`src/rtl/pulse_pkg.sv`:
```
// pulse_pkg: shared FSM state, default thresholds and saturating increment for pulse_meter. Rev 1.0
`default_nettype none

package pulse_pkg;

  typedef enum logic [0:0] {
    IDLE    = 1'b0,
    MEASURE = 1'b1
  } state_e;

  // Shared with the strobe generator so both sides agree on the loss threshold.
  localparam logic [31:0] C_TIMEOUT_DEFAULT    = 32'h019bfcc0;
  localparam int unsigned C_FILTER_LEN_DEFAULT = 4;

  function automatic logic [63:0] sat_inc(input logic [63:0] value,
                                          input logic [63:0] max_value);
    return (value >= max_value) ? value : value + 64'd1;
  endfunction

endpackage

`default_nettype wire

```
`src/rtl/pulse_meter_sync.sv`:
```
// pulse_meter_sync: synchronizer for pulse_in with optional glitch filter
// (PULSE_METER_GLITCH_FILTER_EN). Rev 1.0
`default_nettype none

module pulse_meter_sync
  import pulse_pkg::*;
#(
  parameter int unsigned SYNC_STAGES = 2,
  parameter int unsigned FILTER_LEN  = C_FILTER_LEN_DEFAULT
) (
  input  logic clock_i,
  input  logic reset_n_i,
  input  logic pulse_i,
  output logic s_in_o
);

  if (SYNC_STAGES < 2 || SYNC_STAGES > 4 || FILTER_LEN < 1) begin : g_param_check
    $error("pulse_meter_sync: illegal SYNC_STAGES or FILTER_LEN");
  end

  logic [SYNC_STAGES-1:0] sync_q;

  always_ff @(posedge clock_i or negedge reset_n_i) begin
    if (!reset_n_i) begin
      sync_q <= '0;
    end else begin
      sync_q <= {sync_q[SYNC_STAGES-2:0], pulse_i};
    end
  end

`ifdef PULSE_METER_GLITCH_FILTER_EN
  localparam int unsigned RUN_W = $clog2(FILTER_LEN + 1);

  logic [RUN_W-1:0] run_q;
  logic             filt_q;

  // Output flips on the FILTER_LEN-th consecutive sample that disagrees with it.
  always_ff @(posedge clock_i or negedge reset_n_i) begin
    if (!reset_n_i) begin
      run_q  <= '0;
      filt_q <= 1'b0;
    end else if (sync_q[SYNC_STAGES-1] == filt_q) begin
      run_q <= '0;
    end else if (run_q == RUN_W'(FILTER_LEN - 1)) begin
      run_q  <= '0;
      filt_q <= sync_q[SYNC_STAGES-1];
    end else begin
      run_q <= run_q + RUN_W'(1);
    end
  end

  assign s_in_o = filt_q;
`else
  assign s_in_o = sync_q[SYNC_STAGES-1];
`endif

endmodule

`default_nettype wire

```
`src/rtl/pulse_meter.sv`:
```
// pulse_meter: measures high width and rise-to-rise period of a pulse train, flags loss of signal.
// Optional glitch filter: define PULSE_METER_GLITCH_FILTER_EN. Rev 1.0
`default_nettype none

module pulse_meter
  import pulse_pkg::*;
#(
  parameter int unsigned      WIDTH       = 32,
  parameter int unsigned      SYNC_STAGES = 2,
  parameter logic [WIDTH-1:0] TIMEOUT     = WIDTH'(C_TIMEOUT_DEFAULT),
  parameter int unsigned      FILTER_LEN  = C_FILTER_LEN_DEFAULT
) (
  input  logic             clock,
  input  logic             reset_n,
  input  logic             enable,
  input  logic             pulse_in,
  output logic             valid,
  output logic [WIDTH-1:0] period,
  output logic [WIDTH-1:0] width,
  output logic             timeout,
  output logic             active,
  output logic [15:0]      pulse_count
);

  localparam logic [63:0] CNT_MAX = (64'd1 << WIDTH) - 64'd1;

  if (TIMEOUT == {WIDTH{1'b1}}) begin : g_timeout_check
    $error("pulse_meter: TIMEOUT must be below the counter saturation value");
  end

  logic             s_in;
  logic             s_prev_q;
  logic             rise;
  state_e           state_q;
  logic [WIDTH-1:0] period_cnt_q, period_cnt_d;
  logic [WIDTH-1:0] width_cnt_q, width_cnt_d;
  logic [WIDTH-1:0] pend_period_q, pend_width_q;
  logic [WIDTH-1:0] period_q, width_q;
  logic             pend_q, valid_q, timeout_q, active_q;
  logic [15:0]      count_q;

  pulse_meter_sync #(
    .SYNC_STAGES (SYNC_STAGES),
    .FILTER_LEN  (FILTER_LEN)
  ) u_sync (
    .clock_i   (clock),
    .reset_n_i (reset_n),
    .pulse_i   (pulse_in),
    .s_in_o    (s_in)
  );

  assign rise         = s_in & ~s_prev_q;
  assign period_cnt_d = WIDTH'(sat_inc(64'(period_cnt_q), CNT_MAX));
  assign width_cnt_d  = WIDTH'(sat_inc(64'(width_cnt_q), CNT_MAX));

  // A measured rise is staged in pend_* and published with valid one cycle later.
  always_ff @(posedge clock or negedge reset_n) begin
    if (!reset_n) begin
      state_q       <= IDLE;
      s_prev_q      <= 1'b0;
      period_cnt_q  <= '0;
      width_cnt_q   <= '0;
      pend_period_q <= '0;
      pend_width_q  <= '0;
      period_q      <= '0;
      width_q       <= '0;
      pend_q        <= 1'b0;
      valid_q       <= 1'b0;
      timeout_q     <= 1'b0;
      active_q      <= 1'b0;
      count_q       <= '0;
    end else begin
      s_prev_q  <= s_in;
      pend_q    <= 1'b0;
      valid_q   <= 1'b0;
      timeout_q <= 1'b0;
      if (!enable) begin
        state_q      <= IDLE;
        active_q     <= 1'b0;
        period_cnt_q <= '0;
        width_cnt_q  <= '0;
      end else begin
        if (pend_q) begin
          valid_q  <= 1'b1;
          period_q <= pend_period_q;
          width_q  <= pend_width_q;
          count_q  <= count_q + 16'd1;
        end
        case (state_q)
          IDLE: begin
            if (rise) begin
              state_q      <= MEASURE;
              active_q     <= 1'b1;
              period_cnt_q <= WIDTH'(1);
              width_cnt_q  <= WIDTH'(1);
            end
          end
          MEASURE: begin
            if (rise) begin
              pend_q        <= 1'b1;
              pend_period_q <= period_cnt_q;
              pend_width_q  <= width_cnt_q;
              period_cnt_q  <= WIDTH'(1);
              width_cnt_q   <= WIDTH'(1);
            end else if (period_cnt_q == TIMEOUT) begin
              timeout_q    <= 1'b1;
              state_q      <= IDLE;
              active_q     <= 1'b0;
              period_cnt_q <= '0;
              width_cnt_q  <= '0;
            end else begin
              period_cnt_q <= period_cnt_d;
              if (s_in) begin
                width_cnt_q <= width_cnt_d;
              end
            end
          end
          default: begin
            state_q  <= IDLE;
            active_q <= 1'b0;
          end
        endcase
      end
    end
  end

  assign valid       = valid_q;
  assign period      = period_q;
  assign width       = width_q;
  assign timeout     = timeout_q;
  assign active      = active_q;
  assign pulse_count = count_q;

endmodule

`default_nettype wire
```
`config.mk`:
```
export PLATFORM = sky130hd
export DESIGN_NAME = pulse_meter
export DESIGN_NICKNAME = d
export VERILOG_FILES = /design/src/rtl/pulse_pkg.sv /design/src/rtl/pulse_meter_sync.sv /design/src/rtl/pulse_meter.sv
export SDC_FILE = /design/constraint.sdc
export NUM_CORES = 1
export LEC_CHECK = 0
export ABC_CLOCK_PERIOD_IN_PS = 3600
export BUFFER_PORTS_ARGS = -buffer_cell sky130_fd_sc_hd__buf_2
export CAP_MARGIN = 10
export CELL_PAD_IN_SITES_DETAIL_PLACEMENT = 1
export CELL_PAD_IN_SITES_GLOBAL_PLACEMENT = 2
export CORE_MARGIN = 4
export CORE_UTILIZATION = 40
export CTS_CLUSTER_DIAMETER = 100
export DETAILED_ROUTE_END_ITERATION = 6
export PLACE_DENSITY = 0.93
export REMOVE_ABC_BUFFERS = 1
export SLEW_MARGIN = 10
export SYNTH_ARGS = -nofsm -noshare
export SYNTH_HDL_FRONTEND = slang
export SYNTH_SLANG_ARGS = --single-unit
```
`constraint.sdc`:
```
create_clock -name clock -period 3.6 [get_ports clock]
set_input_delay 0.54 -clock clock [delete_from_list [all_inputs] [get_ports clock]]
set_output_delay 0.54 -clock clock [all_outputs]
set_load 0.03 [all_outputs]
```
After elaboration in Yosys (flattened, before gate mapping)
Cells that the tools add are included.
W data, S select, Z words.
{ "op_classes": {"n_reduce_logical": 5, "add_sub_neg": 3, "order_cmp": 2, "n_eq_ne": 7, "bitwise_logic": 3, "mux": 30} }
{ "ops": {"columns": ["cell", "count"], "rows": [
  ["$mux W32", 10],
  ["$pmux W32 S2", 2],
  ["$add A32 B1 Y32 const B", 2],
  ["$ge A32 B32 Y1 const B", 2],
  ["$eq A32 B25 Y1 const B", 1],
  ["$add A16 B1 Y16 const B", 1],
  ["$mux W1", 16],
  ["$ne A5 B4 Y1 const B", 2],
  ["$reduce_and A3 Y1", 3],
  ["$ne A3 B3 Y1 const B", 2],
  ["$ne A5 B3 Y1 const B", 1],
  ["$pmux W1 S2", 2],
  ["$reduce_and A2 Y1", 2],
  ["$ne A3 B2 Y1 const B", 1],
  ["$not A1 Y1", 2],
  ["$and A1 B1 Y1", 1]
]} }
{ "totals": {"inputBits": 4, "output_inout_bits": 83, "reg_bits": 216} }

Logic depth before layout (Yosys ltp)
{ "logic_depth": {"ltp_word": 7, "depth_mapped": 10, "ltp_nobuf": 7} }

Cells and area by module
A second synthesis with hierarchy kept.
{ "hier_totals": {"cells_unflattened": 1043, "area_unflattened_um2": 9340.2} }
{ "by_module_without_submodules": {"columns": ["module", "cells_per_inst", "seq_area_each_um2", "instances", "area_each_um2"], "rows": [
  ["pulse_meter", 1041, 5355.1, 1, 9290.2],
  ["pulse_meter_sync", 2, 50.0, 1, 50.0]
]} }

Worst setup path before layout
OpenSTA, ideal clock, no wires.
{ "synth_timing": {"kind": "reg2reg", "startpoint": "register period_cnt_q[0]", "endpoint": "register period_cnt_q[3]", "required_ns": 3.521, "t_arrival_ns": 2.086, "n_path_buf": 1, "setup_slack_ns": 1.435, "setup_ns": 0.079, "stages_incl_launch_ff": 9, "cell_sequence": "dfrtp_1 inv_1 ha_1 nor4b_1 and4_1 clkbuf_1 a21oi_1 a2111oi_0 mux2i_1"} }
{ "synth_via": {"elab_chain_len": 6, "word_cells_on_any_way": 10} }
{ "synth_lines": {"columns": ["element", "line_no", "rtl"], "rows": [
  ["start: declaration", "pulse_meter.sv:35", "logic [WIDTH-1:0] period_cnt_q, period_cnt_d;"],
  ["start signal: assignment", "pulse_meter.sv:112", "period_cnt_q <= period_cnt_d;"],
  ["$add A32 B1 Y32", "pulse_pkg.sv:17", "return (value >= max_value) ? value : value + 64'd1;"],
  ["$mux W32", "pulse_pkg.sv:17", null],
  ["$mux W32", "pulse_meter.sv:105", "end else if (period_cnt_q == TIMEOUT) begin"],
  ["$mux W32", "pulse_meter.sv:99", "if (rise) begin"],
  ["$pmux W32 S2", "pulse_meter.sv:89", "case (state_q)"],
  ["$mux W32", "pulse_meter.sv:77", "if (!enable) begin"]
]} }
Several ways; a longest one is shown, not always the timed one. The select of a mux whose other input is x is not followed.
A chain may end at the register's enable or synchronous reset.

Worst setup path after layout
{ "layout_timing": {"startpoint": "register period_cnt_q[0]", "endpoint": "register period_cnt_q[31]"} }
The elaborated chain is that of the path after synthesis.

==> flow_summary.toml <==
[place]
hpwl_mm = 16.7
finalWeightedCongestion = 0.873
pre_cts_ws_ps = 924
placed_area_um2 = 10600
io_buffers = 86
dp.cells = 1459

[clocking]
cts-resized-gates = 0
clk_pin_slew_ps = 60
hold_buffers = 0
cts_made_buffers = 25
cts-root-buf = "clkbuf_16"
clkLatencyLatePin_ps = 520
cts_setup_buffers = 0
cts_tree = "done"
htreeDepth = 1
cts_sinks = 216
clock_path_buffers = 3

[floorplan]
die_area_um2 = 27200
num_io_pins = 87
die_x_um = 165
initial_core_util_pct = 40.6
die_h_um = 165
fp.coreArea_um2 = 24300
rows = 57

[timing]
drv_slew = 0
fmax_mhz = 366
hold_viol_final = 0
period_minus_slack_ps = 2740
finalCritPeriodShare_pct = 76.0
whs_ps = 37.9
rsz0062_at_grt = "no"
finalSetupViolations = 0
fin_skew_ps = 7.21
worstMarginPinSlew_ps = 806
worst_slack_ps = 864
max-slew-margin-rel_pct = 45.8

[global_route]
grt_pass1_vias = 8679
grtUsageTotal_pct = 19.4
grt_pass1_wl_mm = 44.3
overflow = 0
grt_max_degree = 85
antenna_found_initial = 1

[synthesis]
yosysSeqAreaShare_pct = 54.8
ys_types = 51
ys_top_cells_by_area = "dfrtp_1 55%, nand2_1 15%, o21ai_0 2.8%, mux2i_1 2.6%, a21oi_1 2.0%"
synth_top_area_share_pct = 54.8
avgSynthCellArea_um2 = 9.02
yosys.area.top_type = "dfrtp_1"
syn_area_um2 = 9870
synth_cells = 1094
ys_async_sr_fraction_pct = 100
synth_edf_count = 0
ys.flop_type = "dfrtp_1"
ys_ff_latch = 216
ys_warn_count = 0

[final_layout]
antennaDiodeCount = 0
layout.cells.most_common = "nand2_1"
final_nets = 1170
drive_above_1_share_pct = 13.5
finish.instance_area_um2 = 11400
final_cell_mix = "398 x nand2_1, 216 x dfrtp_1, 85 x buf_2"
final_cells = 1503
n_fill_cell = 2870
syn_to_final_growth_pct = 15.9

[critical_path]
crit_fanout = 25
path_class = "reg -> reg"
timing.rr.end = "period_cnt_q[31]"
reg2reg_depth = 8
cp_num_buf_inv = 2
r2r_slack_ps = 860
critPathSlowestCell = "a2111oi_0"
cp.arrival_ps = 3180
crit_path_end_kind = "register"
crit_chain = "inv_1 -> ha_1 -> nor4b_1 -> and4_1 -> a21oi_4 -> buf_4 -> a2111oi_0 -> mux2i_1"
cp_num_cells = 8
timing.rr.start = "period_cnt_q[0]"
critPathLaunchType = "register"
crit_family = "simple AND/OR/NAND/NOR gates"
critPathMaxStageDelay_ps = 520
crit_required_ps = 4040

[job]
max_cap_violations = 0

[detailed_routing]
drc = 0
wl_per_cell_um = 17.2
viasPerCell = 5.35
num_vias = 8042
drt-initial-drc-count = 439
antenna_left = 0
firstDrtPassIters = 4
drt_wl_total_mm = 25.8

[outcome]
status = "complete, no violations"

[power_and_ir_drop]
p_per_area_nw_per_um2 = 453
ir_worst_vdd_uv = 207
leakagePower_nw = 5.71

[worst_hold_path]
hp-class = "in -> async"
[metal layers]
| layer | global-route usage (%) | part of all wire (%) |
|---|---|---|
| met5 | 0 | 0.027 |
| met3 | 2.53 | 4.0 |
| met4 | 4.12 | 1.6 |
| met2 | 32.0 | 47 |
| met1 | 27.7 | 47 |
[synth_stat cells (15+ instances only)]
| cell | instances |
|---|---|
| xnor2_1 | 22 |
| a21o_1 | 24 |
| clkbuf_1 | 48 |
| o21ai_0 | 55 |
| nand3_1 | 37 |
| nor2_1 | 25 |
| nand4_1 | 28 |
| mux2i_1 | 26 |
| a21oi_1 | 39 |
| dfrtp_1 | 216 |
| nand2_1 | 399 |
| or3_1 | 15 |
[stage by stage]
step | util [%] | total power [mW] | TNS, ps
after floorplan | - | 2.63 | -19960
after global placement | 43.7 | 2.75 | 0
after detailed placement | 43.7 | 2.76 | 0
after CTS | 47.0 | 5.26 | 0
after global routing | 47.0 | 5.40 | 0
final | 47.0 | 5.18 | 0
[registers in the layout (all words and copies together) (netlist names), 2 cells and up]
signal / count
period_cnt_q: 32
u_sync.sync_q: 2
pend_width_q: 32
width_cnt_q: 32
width: 32
pend_period_q: 32
period: 32
pulse_count: 16
[how the worst max path moves through the flow]
stage / from / end / slack, ps
4_1_cts: period_cnt_q[0] / period_cnt_q[31] / 880
6_report: period_cnt_q[0] / period_cnt_q[31] / 860
2_1_floorplan: period_cnt_q[0] / period_cnt_q[30] / -540
5_1_grt: period_cnt_q[1] / period_cnt_q[21] / 640
3_3_place_gp: period_cnt_q[0] / period_cnt_q[31] / 1020
3_5_place_dp: period_cnt_q[0] / period_cnt_q[23] / 920
[where the power goes]
part           switching [mW]  total [mW]  internal (mW)
combinational           0.170       0.233         0.0623
sequential             0.0246        2.48           2.45
clock                   0.983        2.47           1.49
[cells by family (layout without fill, tap and decap cells)]
family | Yosys count | after routing | share of synthesized area, %
xor gates and xnor gates | 27 | 27 | 2.40
DFF | 216 | 216 | 54.8
AOI/OAI and AO/OA | 156 | 156 | 9.60
adders and majority gates | 4 | 4 | 0.507
and+or+nand+nor | 586 | 586 | 26.8
muxes | 26 | 26 | 2.64
buffers and inverters | 79 | 164 | 3.25
[final cells by class]
type / count / area, um^2 / area share [%]
Clock buffer: 38 / 744 / 6.51
Multi-Input combinational cell: 799 / 4160 / 36.4
Tap cell: 324 / 405 / 3.54
Sequential cell: 216 / 5410 / 47.3
Timing Repair Buffer: 107 / 611 / 5.34
Inverter: 13 / 48.8 / 0.427
Clock inverter: 6 / 58.8 / 0.514
No activity file was read; power rests on OpenSTA's default activity.
